===== src/rtl/ddr_dmaster_st_pkg.sv =====
// ddr_dmaster_st_pkg: control codes and stream-decoder state shared by the debug-master byte/packet converters
package ddr_dmaster_st_pkg;
  localparam logic [7:0] SOP_CODE = 8'h7A;
  localparam logic [7:0] EOP_CODE = 8'h7B;
  localparam logic [7:0] CHAN_CODE = 8'h7C;
  localparam logic [7:0] ESC_CODE = 8'h7D;
  localparam logic [7:0] ESC_XOR = 8'h20;
  typedef enum logic [1:0] {ST_NORMAL, ST_ESC, ST_CHAN, ST_CHAN_ESC} st_state_e;
endpackage


===== src/rtl/ddr_dmaster_st_out_reg.sv =====
// ddr_dmaster_st_out_reg: single ready/valid register stage carrying data, channel and packet flags
module ddr_dmaster_st_out_reg #(
  parameter int CHANNEL_WIDTH = 8
) (
  input  logic                     clk,
  input  logic                     reset,
  input  logic                     load,
  input  logic [7:0]               load_data,
  input  logic [CHANNEL_WIDTH-1:0] load_channel,
  input  logic                     load_sop,
  input  logic                     load_eop,
  output logic                     in_ready,
  input  logic                     out_ready,
  output logic                     out_valid,
  output logic [7:0]               out_data,
  output logic [CHANNEL_WIDTH-1:0] out_channel,
  output logic                     out_startofpacket,
  output logic                     out_endofpacket
);
  assign in_ready = !out_valid || out_ready;
  always_ff @(posedge clk or posedge reset) begin
    if (reset) begin
      out_valid <= 1'b0;
      out_data <= '0;
      out_channel <= '0;
      out_startofpacket <= 1'b0;
      out_endofpacket <= 1'b0;
    end else if (in_ready) begin
      out_valid <= load;
      if (load) begin
        out_data <= load_data;
        out_channel <= load_channel;
        out_startofpacket <= load_sop;
        out_endofpacket <= load_eop;
      end
    end
  end
endmodule


===== src/rtl/ddr_dmaster_bytes_to_packets.sv =====
// ddr_dmaster_bytes_to_packets: strips SOP/EOP/channel/escape codes from a byte stream into packet beats
module ddr_dmaster_bytes_to_packets
  import ddr_dmaster_st_pkg::*;
#(
  parameter int CHANNEL_WIDTH = 8
) (
  input  logic                     clk,
  input  logic                     reset,
  output logic                     in_ready,
  input  logic                     in_valid,
  input  logic [7:0]               in_data,
  input  logic                     out_ready,
  output logic                     out_valid,
  output logic [7:0]               out_data,
  output logic [CHANNEL_WIDTH-1:0] out_channel,
  output logic                     out_startofpacket,
  output logic                     out_endofpacket
);
  st_state_e state, state_n;
  logic accept, norm, emit, set_sop, set_eop, ch_load, sop_pend, eop_pend;
  logic [7:0] emit_data, ch_val;
  logic [CHANNEL_WIDTH-1:0] channel;
  assign accept = in_valid && in_ready;
  // SOP/EOP/CHAN inside a channel sequence abort it and are decoded as in NORMAL
  assign norm = state == ST_NORMAL || (state == ST_CHAN && in_data inside {SOP_CODE, EOP_CODE, CHAN_CODE});
  always_ff @(posedge clk or posedge reset) begin
    if (reset) state <= ST_NORMAL;
    else state <= state_n;
  end
  always_comb begin
    state_n = state;
    if (accept)
      state_n = norm ? (in_data == CHAN_CODE ? ST_CHAN : in_data == ESC_CODE ? ST_ESC : ST_NORMAL)
                     : (state == ST_CHAN && in_data == ESC_CODE) ? ST_CHAN_ESC : ST_NORMAL;
  end
  always_comb begin
    emit = accept && (state == ST_ESC || (norm && !(in_data inside {SOP_CODE, EOP_CODE, CHAN_CODE, ESC_CODE})));
    emit_data = state == ST_ESC ? in_data ^ ESC_XOR : in_data;
    set_sop = accept && norm && in_data == SOP_CODE;
    set_eop = accept && norm && in_data == EOP_CODE;
    ch_load = accept && (state == ST_CHAN_ESC || (state == ST_CHAN && !norm && in_data != ESC_CODE));
    ch_val = state == ST_CHAN_ESC ? in_data ^ ESC_XOR : in_data;
  end
  always_ff @(posedge clk or posedge reset) begin
    if (reset) begin
      sop_pend <= 1'b0;
      eop_pend <= 1'b0;
      channel <= '0;
    end else begin
      sop_pend <= emit ? 1'b0 : sop_pend | set_sop;
      eop_pend <= emit ? 1'b0 : eop_pend | set_eop;
      if (ch_load) channel <= CHANNEL_WIDTH'(ch_val);
    end
  end
  ddr_dmaster_st_out_reg #(.CHANNEL_WIDTH(CHANNEL_WIDTH)) u_out (
    .clk(clk),
    .reset(reset),
    .load(emit),
    .load_data(emit_data),
    .load_channel(channel),
    .load_sop(sop_pend),
    .load_eop(eop_pend),
    .in_ready(in_ready),
    .out_ready(out_ready),
    .out_valid(out_valid),
    .out_data(out_data),
    .out_channel(out_channel),
    .out_startofpacket(out_startofpacket),
    .out_endofpacket(out_endofpacket)
  );
endmodule


===== config.mk =====
export PLATFORM = sky130hd
export DESIGN_NAME = ddr_dmaster_bytes_to_packets
export DESIGN_NICKNAME = d
export VERILOG_FILES = /design/src/rtl/ddr_dmaster_st_pkg.sv /design/src/rtl/ddr_dmaster_st_out_reg.sv /design/src/rtl/ddr_dmaster_bytes_to_packets.sv
export SDC_FILE = /design/constraint.sdc
export NUM_CORES = 1
export LEC_CHECK = 0
export ABC_AREA = 1
export CORE_UTILIZATION = 52
export DETAILED_ROUTE_END_ITERATION = 6
export PLACE_DENSITY_LB_ADDON = 0.15
export SLEW_MARGIN = 20
export SYNTH_ARGS = -nofsm -noshare
export SYNTH_HDL_FRONTEND = slang
export SYNTH_SLANG_ARGS = --single-unit

===== constraint.sdc =====
create_clock -name clk -period 1.95 [get_ports clk]
set_input_delay 0.39 -clock clk [delete_from_list [all_inputs] [get_ports clk]]
set_output_delay 0.39 -clock clk [all_outputs]
set_load 0.03 [all_outputs]

==> impl_results.md <==
* RSZ-0062 raised after global routing: no
* Post-Syn Instances at around 170
* Yosys reg bits at 31
* Net Sw Power at 467 uW
* Num CTS Buffers at 5
* Dpl cells at roughly 240
* Num rows at 18
* Initial antenna violation count at 0
* Pwr dens at between 700 and 800 nW/um2
* Combinational share of power at 0.246
* Root Buffer: clkbuf_4
* Post-CTS setup buffers at 0
* Worst-Margin Slew at 389 ps
* Mapped Nets at 184
* Nets at 231
* Layout cells sized above 1 at 0.123
* Vias per Instance at 5.14
* Total Power at 1450 uW
* Crit-path cells: clkdlybuf4s50_1
* Starting Density at 0.558
* 1st-pass router iterations at 4
* Clock slew at reported path FFs at 100 ps
* Switching power share of the total at 0.322
* Iteration-0 DRC Markers at 36
* Number of global-route vias before repair at 1,195
* Final setup fails at 0
* Yosys top cell area share at 0.556
* Critical-path top delay cell: clkdlybuf4s50_1
* First-pass GRT wire length at just over 5000 um
* Routed WL per cell at 12.6 um
* Synthesis-to-layout area growth at 33.6%
* Hold crit path type: in -> async
* Share of the clock period used by the worst path at 0.909
* Synth top area cells: dfrtp_1, nand2_1, nand3_1
* Yosys warns at 0
* Distinct cells, synth at 14
* Worst Setup SP: u_out.out_data[1]
* Max incr delay on CP at 680 ps
* Post-synth top area cell: dfrtp_1
* IO Pins at 32
* Slew margin rel. at 0.741
* Clk_lat worst skew at 320 ps
* Startpoint types: flip-flop
* Critical path type: reg -> out
* DR DRC count at 0
* Top delay family on crit path: buffers and inverters
* Final wirelength at between 3000 and 4000 um
* Overflow after GRT at 0
* CTS Hold Bufs at 0
* DIE WIDTH at 53.8 um
* Lkg Pwr at 0.000973 uW
* HPWL Detailed at 2330 um
* N_diodes at 0
* Reg2reg start: u_out.out_valid
* Syn avg cell area at 8.11 um2
* Total GRT Usage at 0.254
* Max IR drop VDD at 0.752 mV
* Final Max Tran Viols at 0
* Register area share after synthesis at 0.556
* Setup_tns at 0 ps
* Int Pwr at 983 uW
* FMAX at approximately 560 MHz
* Core Region at around 2500 um2
* CP required at 1560 ps
* Crit end category: output pin
* Crit path arrival time at 1380 ps
* Reg power frac at 0.502
* Crit-path max FO at 2
* Syn Std Cell Area at 1400 um2
* Most frequent cells in the layout: nand2_1, dfrtp_1, clkdlybuf4s50_1
* CTS tree: built
* DR vias at between 1,000 and 1,500
* Max Buffers Root-to-Sink at 2
* Clock skew at 4.97 ps
* ANT nets after route at 0
* Largest net degree at the start of global routing at 32
* Status: complete, no violations
* Final hold vios at 0
* # clock sinks at 31
* Resized cells post-CTS at 0
* Minimum clock period at 1770 ps
* Max Cap Viol at 0
* Most common cell after layout, fill and taps aside: nand2_1
* Die area at just under 3000 um2
* Non-Filler Instances at 250
* Htree depth at 2
* Die height at 53.8 um
* Port bufs at 31
* Global placer's final weighted congestion at 0.875
* Clock power share at 0.252
* WP buf/inv at 1
final cells by class:
cell class | instances | area [um2]
multi-input combinational | 124 | 532
fill | 200 | 636
timing repair buffer | 46 | 420
inverter | 11 | 41.3
sequential | 31 | 776
clock inverter | 3 | 20.0
tap | 30 | 37.5
clock buffer | 5 | 37.5
routing by layer:
metal,track usage,share of wire,vias up
met5,0,0,-
met4,0.110,0.018,0
met3,0.0706,0.039,9
met2,0.405,0.50,33
met1,0.319,0.44,610
li1,-,-,634
power by group through the flow:
stage	Clock, uW	Sequential [uW]	Combinational (uW)
2_1_floorplan	0	832	98.7
3_3_place_gp	0	737	352
3_5_place_dp	0	741	358
4_1_cts	381	729	359
5_1_grt	408	736	387
6_report	365	728	356
flip-flops by register name, summed over array words and instances (netlist names):
register and cells:
channel 8, eop_pend 1, sop_pend 1, state 2, u_out.out_channel 8, u_out.out_data 8, u_out.out_endofpacket 1, u_out.out_startofpacket 1
u_out.out_valid 1
final timing paths:
path	to	slack [ps]	depth (start not counted)
worst min-delay path	u_out.out_data[2]	440	3
max in group asynchronous	u_out.out_startofpacket	1230	3
worst max register to register	u_out.out_startofpacket	590	7
worst min register to register	u_out.out_channel[1]	480	2
min in group clk	u_out.out_channel[1]	480	2
worst max-delay path	out_data[1]	180	1
synthesized netlist by cell type, drive strengths merged:
master,n
o21ai,1
a31oi,2
buf,4
a21oi,3
clkbuf,2
nor2,10
nand4,1
inv,11
xor2,2
nand2,77
dfrtp,31
nand3,28
metrics by stage:
step	setup slack, ps	hold slack [ps]	utilization	area (um2)
2_1_floorplan	227	443	-	1400
3_3_place_gp	-9.29	455	0.723	1810
3_5_place_dp	-78.1	461	0.723	1810
4_1_cts	159	434	0.746	1860
5_1_grt	63.2	475	0.746	1860
6_report	177	439	0.746	1860
worst min-delay path: stages:
cell	delay, ps
clkdlybuf4s50_1	400
inv_1	50
buf_4	350
kinds of logic after synthesis:
group,after synthesis,share of synthesized area
AO/OA/AOI/OAI,6,0.0260
XOR/XNOR,2,0.0126
buffers and inverters,17,0.0628
flip-flops,31,0.556
AND/OR/NAND/NOR,116,0.343
(Power assumes the default switching activity.)
